<file path="config.mk">
export PLATFORM = sky130hd
export DESIGN_NAME = chunked_serial_adder
export DESIGN_NICKNAME = d
export VERILOG_FILES = /design/src/rtl/chunked_serial_adder.sv
export SDC_FILE = /design/constraint.sdc
export NUM_CORES = 1
export LEC_CHECK = 0
export BUFFER_PORTS_ARGS = -buffer_cell sky130_fd_sc_hd__buf_4
export CAP_MARGIN = 30
export CORE_AREA = 2 2 204 106
export DETAILED_ROUTE_END_ITERATION = 16
export DIE_AREA = 0 0 206 108
export PLACE_DENSITY = 0.77
export SLEW_MARGIN = 10
export SYNTH_ARGS = -nofsm -noshare
export SYNTH_HDL_FRONTEND = slang
export SYNTH_SLANG_ARGS = --single-unit
</file>
<file path="constraint.sdc">
create_clock -name clk -period 19.45 [get_ports clk]
set_clock_uncertainty 0.05 [all_clocks]
set_input_delay 2.9175 -clock clk [delete_from_list [all_inputs] [get_ports clk]]
set_output_delay 2.9175 -clock clk [all_outputs]
set_load 0.02 [all_outputs]
</file>
<file path="src/rtl/chunked_serial_adder.sv">
// chunked_serial_adder: multi-cycle WIDTH-bit adder that processes CHUNK bits
// per clock, least-significant chunk first, carrying between cycles in a
// register. Request/response via valid/ready on both sides.
// Optional feature macro: SIGNED_OVERFLOW_EN adds a registered 'overflow'
// output flagging two's-complement overflow of the full-width sum.
//
//   state | meaning
//   IDLE  | waiting for an operation, in_ready high
//   BUSY  | adding one chunk per cycle from the latched operands
//   DONE  | result held on toplam/carry_out until out_ready
module chunked_serial_adder #(
  parameter int WIDTH = 64,
  parameter int CHUNK = 8
) (
  input  logic             clk,
  input  logic             rst,
  input  logic             in_valid,
  output logic             in_ready,
  input  logic [WIDTH-1:0] sayi1,
  input  logic [WIDTH-1:0] sayi2,
  input  logic             carry_in,
  output logic             out_valid,
  input  logic             out_ready,
  output logic [WIDTH-1:0] toplam,
  output logic             carry_out,
`ifdef SIGNED_OVERFLOW_EN
  output logic             overflow,
`endif
  output logic             busy
);

  localparam int NUM_CHUNKS = WIDTH / CHUNK;
  localparam int CW         = (NUM_CHUNKS > 1) ? $clog2(NUM_CHUNKS) : 1;

  typedef enum logic [1:0] {IDLE = 2'd0, BUSY = 2'd1, DONE = 2'd2} state_t;

  state_t           state;
  state_t           state_n;
  logic [WIDTH-1:0] a_q;
  logic [WIDTH-1:0] b_q;
  logic             carry_q;
  logic [CW-1:0]    cnt;
  logic [CHUNK-1:0] ca;
  logic [CHUNK-1:0] cb;
  logic [CHUNK:0]   sum_c;
  logic             last;

  assign last = (cnt == CW'(NUM_CHUNKS - 1));

  // State register.
  always_ff @(posedge clk or posedge rst) begin
    if (rst) state <= IDLE;
    else     state <= state_n;
  end

  // Next-state decode.
  always_comb begin
    state_n = state;
    case (state)
      IDLE:    if (in_valid)  state_n = BUSY;
      BUSY:    if (last)      state_n = DONE;
      DONE:    if (out_ready) state_n = IDLE;
      default:                state_n = IDLE;
    endcase
  end

  // Handshake outputs decoded straight from the state flops.
  always_comb begin
    in_ready  = (state == IDLE);
    busy      = (state != IDLE);
    out_valid = (state == DONE);
  end

  // Select the current chunk of each latched operand with constant part-selects.
  always_comb begin
    ca = '0;
    cb = '0;
    for (int k = 0; k < NUM_CHUNKS; k++) begin
      if (cnt == CW'(k)) begin
        ca = a_q[k*CHUNK +: CHUNK];
        cb = b_q[k*CHUNK +: CHUNK];
      end
    end
    sum_c = {1'b0, ca} + {1'b0, cb} + {{CHUNK{1'b0}}, carry_q};
  end

  // Operand latch, chunk counter, carry register and result registers.
  always_ff @(posedge clk or posedge rst) begin
    if (rst) begin
      a_q       <= '0;
      b_q       <= '0;
      carry_q   <= 1'b0;
      cnt       <= '0;
      toplam    <= '0;
      carry_out <= 1'b0;
`ifdef SIGNED_OVERFLOW_EN
      overflow  <= 1'b0;
`endif
    end else begin
      case (state)
        IDLE: begin
          if (in_valid) begin
            a_q     <= sayi1;
            b_q     <= sayi2;
            carry_q <= carry_in;
            cnt     <= '0;
            toplam  <= '0;
`ifdef SIGNED_OVERFLOW_EN
            overflow <= 1'b0;
`endif
          end
        end
        BUSY: begin
          for (int k = 0; k < NUM_CHUNKS; k++) begin
            if (cnt == CW'(k)) toplam[k*CHUNK +: CHUNK] <= sum_c[CHUNK-1:0];
          end
          carry_q <= sum_c[CHUNK];
          cnt     <= last ? '0 : cnt + CW'(1);
          if (last) begin
            carry_out <= sum_c[CHUNK];
`ifdef SIGNED_OVERFLOW_EN
            // The top chunk's MSB is the sign bit of the full sum.
            overflow  <= (a_q[WIDTH-1] == b_q[WIDTH-1]) &&
                         (sum_c[CHUNK-1] != a_q[WIDTH-1]);
`endif
          end
        end
        default: ;
      endcase
    end
  end

endmodule

</file>
==> results of run 1 <==
## cell families after synthesis
group,Yosys count,share of synthesized area
AND/OR/NAND/NOR,547,0.241
buffers and inverters,76,0.0379
multiplexers,38,0.0461
adder cells (fa/ha/maj),15,0.0218
flip-flops,199,0.537
AO/OA/AOI/OAI,166,0.116
## metrics by stage
| stage | cell area [µm²] | total power [mW] | setup WS [ns] | utilization |
|---|---|---|---|---|
| 5_1_grt | 11600 | 2.51 | 14.34 | 0.571 |
| 3_3_place_gp | 10900 | 1.91 | 14.71 | 0.537 |
| 3_5_place_dp | 10900 | 1.96 | 14.53 | 0.538 |
| 4_1_cts | 11500 | 2.32 | 14.45 | 0.567 |
| 2_1_floorplan | 9280 | 1.54 | 11.06 | - |
| 6_report | 11600 | 2.34 | 14.60 | 0.571 |
## critical path: cells and delay by family (launching register included)
| kind | cells | cell delay [ns] |
|---|---|---|
| compound gates | 3 | 0.60 |
| fa+ha+maj | 3 | 0.99 |
| buf+inv | 1 | 0.50 |
| flops | 1 | 0.43 |
| mux | 2 | 0.82 |
| simple gates | 3 | 1.38 |
## flip-flops by register name, summed over array words and instances (netlist names)
register / flops
a_q: 64
b_q: 64
carry_out: 1
carry_q: 1
cnt: 3
state: 2
toplam: 64
## worst paths after layout
kind                       startpoint  slack [ns]    endpoint  cells after the start
min reg2reg                   a_q[18]        0.42     a_q[18]                      2
max in group asynchronous         rst       15.47     b_q[35]                      4
max                            cnt[0]       14.60  toplam[31]                     12
max reg2reg                    cnt[0]       14.60  toplam[31]                     12
min in group asynchronous         rst        2.59  toplam[18]                      2
min                           a_q[18]        0.42     a_q[18]                      2
## synth_stat cells, types with 3 or more instances
| cell type | n | area, µm² |
|---|---|---|
| nand2b_1 | 8 | 50.1 |
| a21oi_2 | 5 | 43.8 |
| mux2_2 | 35 | 394 |
| dfrtp_1 | 199 | 4980 |
| nor2b_1 | 11 | 68.8 |
| nand3b_1 | 3 | 22.5 |
| o211ai_1 | 8 | 60.1 |
| inv_1 | 14 | 52.6 |
| ha_1 | 13 | 163 |
| buf_1 | 3 | 11.3 |
| a221o_1 | 6 | 60.1 |
| a21oi_1 | 30 | 150 |
| o221ai_1 | 6 | 52.6 |
| buf_4 | 10 | 75.1 |
| o21a_1 | 3 | 22.5 |
| clkbuf_1 | 30 | 113 |
| o21ai_0 | 68 | 340 |
| and2_1 | 5 | 31.3 |
| a31oi_1 | 6 | 37.5 |
| nand2_1 | 467 | 1750 |
| nor4b_1 | 4 | 35.0 |
| nor2_1 | 20 | 75.1 |
| buf_2 | 17 | 85.1 |
| nand3_1 | 4 | 20.0 |
| or3_1 | 8 | 50.1 |
| a221oi_1 | 13 | 114 |
| a22o_1 | 3 | 26.3 |
| and3b_1 | 8 | 70.1 |
## report_power, final
group	switching, mW	total [mW]	internal (mW)
sequential	0.114	0.722	0.609
clock	0.173	0.356	0.183
combinational	0.764	1.26	0.495
## per-layer routing
layer  vias to the layer above  wire [µm]  track usage
met5                         -          0            0
met2                       237      12000        0.371
met4                         0        539       0.0816
met1                      3843      11100        0.312
li1                       3773          -            -
met3                        44       1460       0.0515
## final cells by class
type | instances | area, µm²
clock inverters | 15 | 159
inverters | 15 | 63.8
flip-flops and latches | 199 | 4980
fillers | 1855 | 8700
repair buffers | 210 | 1640
well taps | 273 | 342
clock buffers | 17 | 425
multi-input cells | 766 | 3960
==> results.py, run 1 <==
metrics = {
    "place": {
        "globalplace.congestion": 0.865,
        "numPortBuffers": 200,
        "dp.cells": 1459,
        "place_hpwl_mm": 17.8,
    },
    "synthesis": {
        "synth_area_per_cell_um2": 8.91,
        "yosysSeqAreaShare": 0.537,
        "synthCells": 1041,
        "ys_warn_count": 0,
        "ys_ff_latch": 199,
        "synth_cell_types": 53,
        "ys.flop_type": "dfrtp_1",
        "syn_area_um2": 9280,
        "synth.net_count": 1189,
        "synthArstFlopShare": 1.00,
        "synth_edf_count": 0,
    },
    "sta": {
        "hold_slack_ns": 0.421,
        "fin_crit_sh": 0.249,
        "setup_viol": 0,
        "rsz0062_at_grt": "false",
        "tightestPinTransition_ns": 0.906,
        "period_minus_slack_ns": 4.85,
        "slew_headroom": 0.396,
        "tns_ns": 0,
        "finalHoldViolCount": 0,
        "timing_max_transition_violations_final": 0,
        "max_freq_ghz": 0.206,
    },
    "floorplan": {
        "die_height_um": 108,
        "die_x_um": 206,
        "core_um2": 20300,
        "io_pins": 201,
        "start_util": 0.458,
        "dieArea_um2": 22200,
        "num_rows": 37,
    },
    "cts": {
        "cts_resized": 0,
        "cts_tree": "yes",
        "cts-root-buf": "clkbuf_16",
        "path_clk_slew_ns": 0.08,
        "cts.sinks": 199,
        "cts_setup_buffers": 0,
        "htreeDepth": 4,
        "clkLatencyLatePin_ns": 0.44,
        "clockBufferDepth": 2,
        "hold_buffers": 0,
        "cts_made_buffers": 17,
    },
    "detailed_routing": {
        "drt_wl_total_mm": 25.1,
        "first_pass_iters": 8,
        "routedWlPerCell_um": 16.8,
        "route.detailed.drc": 0,
        "vias": 7897,
        "vias_per_cell": 5.28,
        "ant_nets": 0,
        "drtIter0Drc": 706,
    },
    "critical_path": {
        "worstPathMaxFanout": 18,
        "critPathMaxStageDelay_ns": 0.56,
        "slowest_stage": "or4_4",
        "arrival_ns": 5.18,
        "crit_path_start_kind": "flip-flop",
        "endpoint_kind": "flip-flop",
        "cp.required_ns": 19.78,
        "worstPathCellList": "ha_1 -> ha_1 -> inv_1 -> nand2_2 -> or3b_1 -> o221ai_1 -> a31oi_1 -> ha_1 -> or4_4 -> o21ai_2 -> mux2i_2 -> mux2_2",
        "crit_path_frequent_cell": "ha_1",
        "path_class": "reg -> reg",
    },
    "job": {
        "cap_violations": 0,
    },
    "pwr": {
        "peakVddDrop_mv": 0.112,
        "p_per_area_nw_per_um2": 202,
        "p_leak_nw": 5.86,
    },
    "min_path": {
        "hp-class": "reg -> reg",
    },
    "final_layout": {
        "final_common_cell": "nand2_1",
        "drive_above_1_share": 0.241,
        "final_cells": 1495,
        "final_cell_mix": "nand2_1 (466), buf_4 (205), dfrtp_1 (199)",
        "syn_to_final_growth_pct": 24.7,
        "antennaDiodeCount": 0,
        "fin_nets": 1357,
    },
    "global_routing": {
        "overflow": 0,
        "grt_pass1_wl_mm": 39.7,
        "grt_pass1_vias": 7817,
        "grt_use_total": 0.231,
        "antenna_found_initial": 0,
        "grt_max_degree": 121,
    },
    "status": {
        "status": "finished, final reports clean",
    },
}
No activity file was read; power rests on OpenSTA's default activity.
==> run 2: changes to the inputs <==
Clock period 19.45 ns to 4.6 ns, I/O delays scaled along.
==> run 2 against run 1 <==
Net effect: worst hold slack lost 0.034 ns; core utilization grew 0.31 points; fmax grew 14%; critical path depth grew 3; wire length grew 1.3%; highest routed layer unchanged; combinational power grew to 4.2 times the previous value; final area grew 0.55%; die area is the same; cell count grew 0.33%; first-iteration DRC count shrank 2.0%.
==> results.py, run 2 (synthesis results as in run 1) <==
metrics = {
    "place": {
        "placed_area_um2": 11000,
        "globalplace.congestion": 0.903,
        "pre_cts_ws_ns": 0.174,
        "place_hpwl_mm": 18.3,
        "numPortBuffers": 200,
        "dp.cells": 1466,
    },
    "pwr": {
        "peakVddDrop_mv": 0.516,
        "p_leak_nw": 5.90,
        "total_power_mw": 9.99,
        "p_per_area_nw_per_um2": 859,
    },
    "critical_path": {
        "worstPathCellList": "ha_1 -> ha_2 -> clkinvlp_4 -> a21oi_2 -> buf_4 -> a221oi_1 -> a21oi_1 -> nand2_1 -> fa_1 -> fa_1 -> nor2b_1 -> o31a_1 -> mux2i_1 -> o311ai_1 -> mux2_2",
        "rrSetupSlack_ns": 0.34,
        "crit_path_start_kind": "flip-flop",
        "ff2ff_path_depth": 15,
        "rr_startpoint": "cnt[0]",
        "endpoint_kind": "flip-flop",
        "crit_family": "adder cells",
        "slowest_stage": "fa_1",
        "cp.required_ns": 4.87,
        "crit_path_start": "cnt[0]",
        "reg2reg_to": "toplam[38]",
        "arrival_ns": 4.53,
        "critPathBufInv": 2,
        "crit_path_frequent_cell": "fa_1",
        "critPathMaxStageDelay_ns": 0.43,
        "worstPathMaxFanout": 13,
        "path_class": "reg -> reg",
    },
    "floorplan": {
        "core_um2": 20300,
        "die_height_um": 108,
        "start_util": 0.458,
        "num_rows": 37,
        "dieArea_um2": 22200,
        "die_x_um": 206,
        "io_pins": 201,
    },
    "sta": {
        "rsz0062_at_grt": "false",
        "period_minus_slack_ns": 4.26,
        "slew_headroom": 0.253,
        "tns_ns": 0,
        "timing_max_transition_violations_final": 0,
        "tightestPinTransition_ns": 1.12,
        "setup_ws_ns": 0.339,
        "setup_viol": 0,
        "finalHoldViolCount": 0,
        "hold_slack_ns": 0.387,
        "fin_crit_sh": 0.926,
        "max_freq_ghz": 0.235,
    },
    "cts": {
        "cts_tree": "yes",
        "cts_made_buffers": 17,
        "clkLatencyLatePin_ns": 0.44,
        "clockBufferDepth": 2,
        "cts_resized": 0,
        "cts_setup_buffers": 0,
        "htreeDepth": 4,
        "path_clk_slew_ns": 0.08,
        "hold_buffers": 0,
        "cts-root-buf": "clkbuf_16",
        "cts.sinks": 199,
    },
    "final_layout": {
        "fin_util": 0.574,
        "final_cells": 1500,
        "antennaDiodeCount": 0,
        "syn_to_final_growth_pct": 25.4,
        "drive_above_1_share": 0.246,
        "fin_nets": 1362,
        "reg.largest.list": "a_q: 64 flops, b_q: 64 flops, toplam: 64 flops",
        "final_area_um2": 11600,
        "final_common_cell": "nand2_1",
        "final_cell_mix": "nand2_1 (466), buf_4 (212), dfrtp_1 (199)",
        "final-seq-area_um2": 4980,
        "n_fill_cell": 1812,
        "multi_input_area_um2": 3970,
    },
    "min_path": {
        "hold_end": "a_q[13]",
        "holdCritStartpoint": "sayi1[13]",
        "hp-class": "in -> reg",
        "min_path_cells": 3,
    },
    "detailed_routing": {
        "first_pass_iters": 5,
        "routedWlPerCell_um": 16.9,
        "drtIter0Drc": 692,
        "drt_wl_total_mm": 25.4,
        "vias_per_cell": 5.26,
        "vias": 7889,
        "ant_nets": 0,
        "route.detailed.drc": 0,
    },
    "global_routing": {
        "antenna_found_initial": 0,
        "grt_pass1_vias": 7836,
        "grt_max_degree": 200,
        "overflow": 0,
        "grt_use_total": 0.233,
        "grt_pass1_wl_mm": 39.9,
    },
    "status": {
        "status": "finished, final reports clean",
    },
    "job": {
        "cap_violations": 0,
    },
}
[run 2: worst max path at each step]
stage,to,depth (start not counted)
finish,toplam[38],15
global route,toplam[38],15
CTS,toplam[38],15
detailed placement,toplam[38],15
global placement,toplam[62],15
floorplan,toplam[38],16
[run 2: final cells by class]
| cell class | count | share of cell area |
|---|---|---|
| Sequential cell | 199 | 0.428 |
| Clock buffer | 20 | 0.0401 |
| Tap cell | 273 | 0.0294 |
| Clock inverter | 12 | 0.0160 |
| Inverter | 15 | 0.00548 |
| Multi-Input combinational cell | 766 | 0.341 |
| Timing Repair Buffer | 215 | 0.140 |
[run 2: worst reg2reg max path: cells and delay by family, from the launching register on]
family,cells,cell delay [ns]
AOI/OAI and AO/OA,5,0.90
muxes,2,0.58
adders and majority gates,4,1.43
buffers and inverters,2,0.44
DFF,1,0.42
and+or+nand+nor,2,0.32
[run 2: power by group]
part / leakage, nW / internal (mW) / switching, mW
Sequential: 2.50 / 2.58 / 0.486
Clock: 0.322 / 0.965 / 0.682
Combinational: 3.08 / 2.05 / 3.23
[run 2: layer usage]
| layer | wire [µm] | up-vias | GRT usage | part of all wire |
|---|---|---|---|---|
| met5 | 0 | - | 0 | 0 |
| met4 | 591 | 0 | 0.0827 | 0.023 |
| met3 | 1370 | 52 | 0.0419 | 0.054 |
| met2 | 11700 | 231 | 0.371 | 0.46 |
| met1 | 11700 | 3833 | 0.324 | 0.46 |
| li1 | - | 3773 | - | - |
